$ cat config.mk
export PLATFORM = sky130hd
export DESIGN_NAME = instruction_fetch_unit
export DESIGN_NICKNAME = d
export VERILOG_FILES = /design/src/rtl/instruction_fetch_unit.sv
export SDC_FILE = /design/constraint.sdc
export NUM_CORES = 1
export LEC_CHECK = 0
export BUFFER_PORTS_ARGS = -buffer_cell sky130_fd_sc_hd__buf_2
export CORE_ASPECT_RATIO = 1.4
export CORE_MARGIN = 3
export CORE_UTILIZATION = 44
export CTS_BUF_LIST = sky130_fd_sc_hd__clkbuf_4 sky130_fd_sc_hd__clkbuf_8
export CTS_CLUSTER_DIAMETER = 30
export DETAILED_ROUTE_END_ITERATION = 8
export GPL_ROUTABILITY_DRIVEN = 0
export GPL_TIMING_DRIVEN = 0
export HOLD_SLACK_MARGIN = 0.15
export PLACE_DENSITY = 0.84
export SYNTH_ARGS = -nofsm -noshare
export SYNTH_HDL_FRONTEND = slang
export SYNTH_SLANG_ARGS = --single-unit
$ cat constraint.sdc
create_clock -name clk -period 2.2 [get_ports clk]
set_input_delay 0.44 -clock clk [delete_from_list [all_inputs] [get_ports clk]]
set_output_delay 0.44 -clock clk [all_outputs]
set_load 0.05 [all_outputs]
$ cat src/rtl/instruction_fetch_unit.sv
`default_nettype none
// ============================================================================
//  Module      : instruction_fetch_unit
//  Description : Single-outstanding instruction fetcher. It requests the word
//                at pc_out, holds the returned instruction until the consumer
//                retires it, then advances to next_pc. It can park in a halted
//                state, and it locks up with a sticky fault on a misaligned
//                next_pc.
//  Revision    : 1.0 - initial release
// ============================================================================
module instruction_fetch_unit #(
   parameter logic [31:0] RESET_PC = 32'h0000_0000
) (
   input  logic        clk,
   input  logic        rst_n,
   input  logic [31:0] next_pc,
   output logic [31:0] pc_out,
   output logic        imem_req,
   output logic [31:0] imem_addr,
   input  logic        imem_ack,
   input  logic [31:0] imem_rdata,
   output logic [31:0] instr_out,
   output logic        instr_valid,
   input  logic        instr_ready,
   input  logic        halt,
   output logic        fault,
   output logic [31:0] fault_pc,
   output logic [31:0] retired_count
);

   typedef enum logic [1:0] {
      FETCH  = 2'd0,
      HOLD   = 2'd1,
      HALTED = 2'd2,
      FAULT  = 2'd3
   } state_t;

   state_t      state_q;
   logic [31:0] pc_q;
   logic [31:0] instr_q;
   logic [31:0] fault_pc_q;
   logic [31:0] count_q;
   logic        req_q;
   logic        valid_q;
   logic        fault_q;

   logic [31:0] count_d;
   logic        retire_d;
   logic        misaligned_d;

   // Retirement decode and wrapping retirement counter increment
   always_comb begin
      count_d      = count_q + 32'd1;
      retire_d     = (state_q == HOLD) && instr_ready;
      misaligned_d = (next_pc[1:0] != 2'b00);
   end

   // Fetch FSM; request/valid/fault are registered alongside the state
   always_ff @(posedge clk) begin
      if (!rst_n) begin
         state_q    <= FETCH;
         pc_q       <= RESET_PC;
         instr_q    <= 32'h0000_0000;
         fault_pc_q <= 32'h0000_0000;
         count_q    <= 32'h0000_0000;
         req_q      <= 1'b1;
         valid_q    <= 1'b0;
         fault_q    <= 1'b0;
      end else begin
         case (state_q)
            FETCH: begin
               if (imem_ack) begin
                  instr_q <= imem_rdata;
                  req_q   <= 1'b0;
                  valid_q <= 1'b1;
                  state_q <= HOLD;
               end
            end
            HOLD: begin
               if (retire_d) begin
                  pc_q    <= next_pc;
                  count_q <= count_d;
                  valid_q <= 1'b0;
                  if (misaligned_d) begin
                     fault_pc_q <= next_pc;
                     fault_q    <= 1'b1;
                     req_q      <= 1'b0;
                     state_q    <= FAULT;
                  end else if (halt) begin
                     req_q   <= 1'b0;
                     state_q <= HALTED;
                  end else begin
                     req_q   <= 1'b1;
                     state_q <= FETCH;
                  end
               end
            end
            HALTED: begin
               if (!halt) begin
                  req_q   <= 1'b1;
                  state_q <= FETCH;
               end
            end
            FAULT: begin
               // Only reset leaves this state; everything stays frozen.
               state_q <= FAULT;
            end
            default: begin
               state_q <= FAULT;
               req_q   <= 1'b0;
               valid_q <= 1'b0;
               fault_q <= 1'b1;
            end
         endcase
      end
   end

   assign pc_out        = pc_q;
   assign imem_req      = req_q;
   assign imem_addr     = pc_q;
   assign instr_out     = instr_q;
   assign instr_valid   = valid_q;
   assign fault         = fault_q;
   assign fault_pc      = fault_pc_q;
   assign retired_count = count_q;

endmodule
`default_nettype wire

# Word-level counts from Yosys, hierarchy flattened
# Index checks and enable logic that the tools add are counted.
# classes
add_sub_neg,1
eq_ne,6
n_mux,15
n_reduce_logical,11
# ops
operator,count
$add 32x1->32 const B,1
$mux 2,5
$reduce_and 3->1,3
$pmux 2 s4,1
$mux 1,7
$ne 2x2->1 const B,3
$eq 2x2->1 const B,2
$reduce_and 2->1,2
$reduce_and 4->1,1
$reduce_bool 2->1,2
$pmux 1 s3,1
$reduce_bool 3->1,1
$eq 2x1->1 const B,1
$logic_not 2->1,1
$pmux 1 s2,1
$logic_and 1x1->1,1
# totals
register_bits,133
in_bits,69
out_inout_bits,163
elab_cells,41

# Logic depth before layout (Yosys ltp)
# logic_depth
ltp_word,4
ltp_mapped,8
depth_no_buf,6

# Least setup slack after synthesis
# OpenSTA, ideal clock, no wires.
# synth_timing
path_kind,reg-to-reg
startpoint,"register count_q[0], in the netlist retired_count[0]"
endpoint,"register count_q[30], in the netlist retired_count[30]"
setup_ns,0.135
arrival_time_ns,2.243
t_required_ns,2.065
slack_ns,-0.178
path_stages_with_launch,8
n_path_buf,2
synth_period_minus_slack_ns,2.378
cell_sequence,dfxtp_1 -> ha_1 -> nand2_1 -> or4_1 -> clkbuf_1 -> buf_2 -> o311ai_0 -> o41ai_1
# synth_between
elab_chain_cells,1
# synth_rtl
element,line,source
start: declaration,42,logic [31:0] count_q;
start signal: assignment,82,count_q <= count_d;
$add 32x1->32,53,count_d = count_q + 32'd1;
# No other way between the ends.
# A chain may end at the register's enable or synchronous reset.

# Worst setup path in the final report
# layout_timing
startpoint,register state_q[1]
endpoint,"register count_q[25], in the netlist retired_count[25]"
# layout_between
elab_chain_cells,3
# layout_rtl
element,line,source
start: declaration,38,state_t state_q;
start signal: assignment,61,state_q <= FETCH;
start signal: assignment,76,state_q <= HOLD;
start signal: assignment,88,state_q <= FAULT;
$eq 2x1->1 *,"54, 70",
$logic_and 1x1->1,54,retire_d = (state_q == HOLD) && instr_ready;
$reduce_and 2->1 (no line) *,-,
# Mark *: on every way between the ends. The rest lies on a longest branch, timed or not.

==> results summary <==
The run finished with clean final reports. The shortest period the worst path allows came out at ~2.1 ns. The primary flip-flop cell chosen by synthesis mapping is sky130_fd_sc_hd__dfxtp_1. The count of port buffers added during placement came out at roughly 230.

For this run, design rule violations remaining after detail routing come to 0. The clock transition at the registers of the reported paths came out at roughly 0.090 ns. The clock latency at the later pin of the worst-skew pair came out at between 0.4 and 0.5 ns. The share of layout cells above drive strength 1 is 0.3445. The routed layout has roughly 5400 vias. The total leakage power came out at between 3 and 4 nW. STA classifies the critical path endpoint as a flip-flop.

The root buffer cell chosen for the clock tree is sky130_fd_sc_hd__clkbuf_8. For this run, the number of Yosys warnings is 0. The slew of the pin with the lowest slew margin is between 0.6 and 0.7 ns.

The maximum number of pins on one net before global-route repair came out at 17. The number of antenna violations at the first check in global routing came out at 0. Wires add up to around 16000 um. The effective utilization at floorplan is 0.4582.

The worst pin sits at a relative slew slack of 0.5703. Each instance of the synthesized netlist takes up on average around 8.0 um^2. The clock net sink count is roughly 130. The critical path goes through inv_2 -> ha_4 -> nand4_4 -> or4_4 -> or4_1 -> a21oi_1.

The worst register-to-register path has a setup slack of just under 0.1 ns. The number of cells in the design after placement is slightly above 1000. The remaining antenna violation count is 0.

The top cell types in the final layout, fill and taps aside, are sky130_fd_sc_hd__buf_2, sky130_fd_sc_hd__nand2_1, sky130_fd_sc_hd__dfxtp_1, sky130_fd_sc_hd__a21oi_1, sky130_fd_sc_hd__buf_4. The power per cell area is approximately 860 nW/um^2. The source of the worst register-to-register timing path is state_q[1]$_SDFFE_PN0P_.

The worst setup skew after layout came out at 0.01287 ns. The count of maximum capacitance violations came out at 0. The number of antenna diodes in the final layout is 0.

The worst hold path class is in2reg. The share of the Yosys chip area taken by registers is 0.5049. The total of flip-flops plus latches after synthesis is 133. The number of distinct standard cells referenced by the synthesized netlist came out at 32. The combined global-route utilization of all metal layers is 0.2249. The library cell used most frequently in the layout, excluding fill and tap cells, is sky130_fd_sc_hd__buf_2.

The overall die height came out at between 100 and 150 um. Setup violations remaining at the end of the flow were counted as 0. The die extent in x came out at between 90 and 100 um. The post-detailed-route via-to-cell ratio is between 5 and 6. The final instance count without filler cells came out at roughly 1100. The via count of the first global-routing pass is approximately 5000. The total overflow left after global routing is 0.

The final max-slew violation count is 0. In the final routed layout, each cell accounts on average for 14.67 um. The depth of the most critical reg-to-reg path is 6. The worst path arrival time came out at 2.48 ns. The first TritonRoute pass finished after 5 iterations.

The worst IR drop on VDD came out at approximately 470 uV. By startpoint and endpoint, the worst setup path is classified as reg2reg. The worst hold path passes through 3 cells.

The worst hold path terminates at instr_out[7]$_SDFFE_PN0P_. The most critical setup path has its startpoint at state_q[1]$_SDFFE_PN0P_. The largest single stage delay on the critical path is approximately 0.60 ns. The number of synthesized flops with an enable pin came out at 0.

The gate count after technology mapping is 660. The placement row count is 46. The number of DRC violations after detailed-routing iteration 0 came out at 166.

The total standard cell area after synthesis came out at roughly 5300 um^2. The total die area came out at between 10000 and 15000 um^2. The hold-fix buffer count after cts is 0. The final critical-path share of the clock period came out at 0.9562. The signed area change from the synthesized netlist to the final layout came out at 33.86%.

The net count reported at finish came out at 985. The setup total negative slack came out at 0 ns. The boundary pin count came out at between 200 and 250. Setup repair after global routing left no endpoint under its margin.

The half-perimeter wire length after placement came out at ~12000 um. The hold violation count in the final report is 0. The wire length of the first global-routing pass came out at around 24000 um.

The total clock buffers created by CTS came out at 17. In this run the most critical hold path is launched from imem_rdata[7]. The required time of the worst setup path came out at 2.57 ns. The standard cell with the maximum stage delay on the critical path is sky130_fd_sc_hd__or4_4.

The H-tree generated during clock tree synthesis spans 4 levels. In this run the critical register-to-register path is captured at retired_count[25]$_SDFFE_PN0P_. The proportion of synthesized flip-flops having asynchronous set or reset came out at 0. The number of nets in the synthesized netlist is ~740. For this run, the top clock speed supported by timing is 0.4754 GHz. The core area is about 12000 um^2.

The post-route worst hold slack came out at about 0.22 ns. The critical path startpoint category is a flip-flop. The maximum buffer depth of the clock tree came out at 2.

TritonCTS built the clock tree. The maximum fanout encountered on the critical timing path is 11.
-- metrics by stage --
stage / power [mW] / worst slack, ns / utilization / cell area, um^2
after CTS: 6.146 / 0.01698 / 0.6103 / 7025
after global placement: 4.146 / -0.2518 / 0.5749 / 6618
after detailed placement: 4.169 / -0.3266 / 0.5749 / 6618
after global routing: 6.345 / 0.01275 / 0.6133 / 7059
final: 6.084 / 0.09634 / 0.6133 / 7059
after floorplan: 3.774 / 0.0008955 / - / 5281
-- how the worst max path moves through the flow --
| stage | to | slack (ns) |
|---|---|---|
| final | retired_count[25]$_SDFFE_PN0P_ | 0.1 |
| after global routing | retired_count[31]$_SDFFE_PN0P_ | 0.01 |
| after CTS | retired_count[30]$_SDFFE_PN0P_ | 0.02 |
| after detailed placement | retired_count[25]$_SDFFE_PN0P_ | -0.33 |
| after global placement | retired_count[30]$_SDFFE_PN0P_ | -0.25 |
| after floorplan | retired_count[25]$_SDFFE_PN0P_ | 0.0009 |
-- routing by layer --
layer	global-route usage	wire, um	vias up
met2	0.3958	8186	207
li1	-	-	2676
met5	0	0	-
met3	0.06595	1046	35
met1	0.2528	6098	2522
met4	0.09339	327	0
-- cells in the mapped netlist (2+ instances only) --
| master | count | area, um^2 |
|---|---|---|
| sky130_fd_sc_hd__nor3_1 | 2 | 10.01 |
| sky130_fd_sc_hd__a21oi_1 | 116 | 580.6 |
| sky130_fd_sc_hd__nand2_1 | 211 | 792.0 |
| sky130_fd_sc_hd__or3_1 | 11 | 68.82 |
| sky130_fd_sc_hd__buf_2 | 2 | 10.01 |
| sky130_fd_sc_hd__dfxtp_1 | 133 | 2663 |
| sky130_fd_sc_hd__or4_1 | 9 | 67.56 |
| sky130_fd_sc_hd__and4_1 | 3 | 26.28 |
| sky130_fd_sc_hd__nor2_1 | 16 | 60.06 |
| sky130_fd_sc_hd__o21ai_0 | 14 | 70.07 |
| sky130_fd_sc_hd__inv_1 | 7 | 26.28 |
| sky130_fd_sc_hd__buf_4 | 32 | 240.2 |
| sky130_fd_sc_hd__buf_1 | 7 | 26.28 |
| sky130_fd_sc_hd__nand2b_1 | 6 | 37.54 |
| sky130_fd_sc_hd__and2_1 | 3 | 18.77 |
| sky130_fd_sc_hd__clkbuf_1 | 31 | 116.4 |
| sky130_fd_sc_hd__nor4_1 | 4 | 25.02 |
| sky130_fd_sc_hd__nand3_1 | 9 | 45.04 |
| sky130_fd_sc_hd__o41ai_1 | 4 | 35.03 |
| sky130_fd_sc_hd__o31ai_1 | 7 | 52.55 |
| sky130_fd_sc_hd__o311ai_0 | 5 | 43.79 |
| sky130_fd_sc_hd__nand4_1 | 5 | 31.28 |
| sky130_fd_sc_hd__xor2_1 | 2 | 17.52 |
| sky130_fd_sc_hd__ha_1 | 6 | 75.07 |
| sky130_fd_sc_hd__xnor2_1 | 8 | 70.07 |
-- cell families after synthesis --
family | share of synthesized area
AND/OR/NAND/NOR | 0.2311
AO/OA/AOI/OAI | 0.1511
flip-flops | 0.5049
buffers and inverters | 0.08019
XOR/XNOR | 0.01661
adder cells (fa/ha/maj) | 0.01423
multiplexers | 0.001898
-- layout make-up --
cell class	instances	area (um^2)
tap	144	180.2
buffer	69	384.1
clock inverter	15	146.4
fill	1060	4452
clock buffer	17	234.0
timing repair buffer	234	1179
sequential	133	2673
inverter	8	30.03
multi-input combinational	447	2233
-- state kept, by name, summed over array words and instances, names as in the netlist --
register	flops
fault	1
fault_pc	32
imem_addr	32
imem_req	1
instr_out	32
instr_valid	1
retired_count	32
state_q	2
-- worst max-delay path: cells and delay by family, from the launching register on --
family,cells,cell delay [ns]
AO/OA/AOI/OAI,1,0.16
adder cells (fa/ha/maj),1,0.17
flip-flops,1,0.36
AND/OR/NAND/NOR,3,1.27
buffers and inverters,1,0.08
-- report_power, final --
| group | switching (mW) | internal [mW] |
|---|---|---|
| registers | 0.0936 | 2.56 |
| logic | 1.10 | 0.362 |
| clock network | 1.05 | 0.918 |
-- what timing repair did --
item,4_1_cts,5_1_grt
endpoints found under the setup margin,20,28
pin swaps,0,3
buffers inserted,0,3
gates resized for setup,11,3
Note: power is estimated with default switching activity, not from simulation.
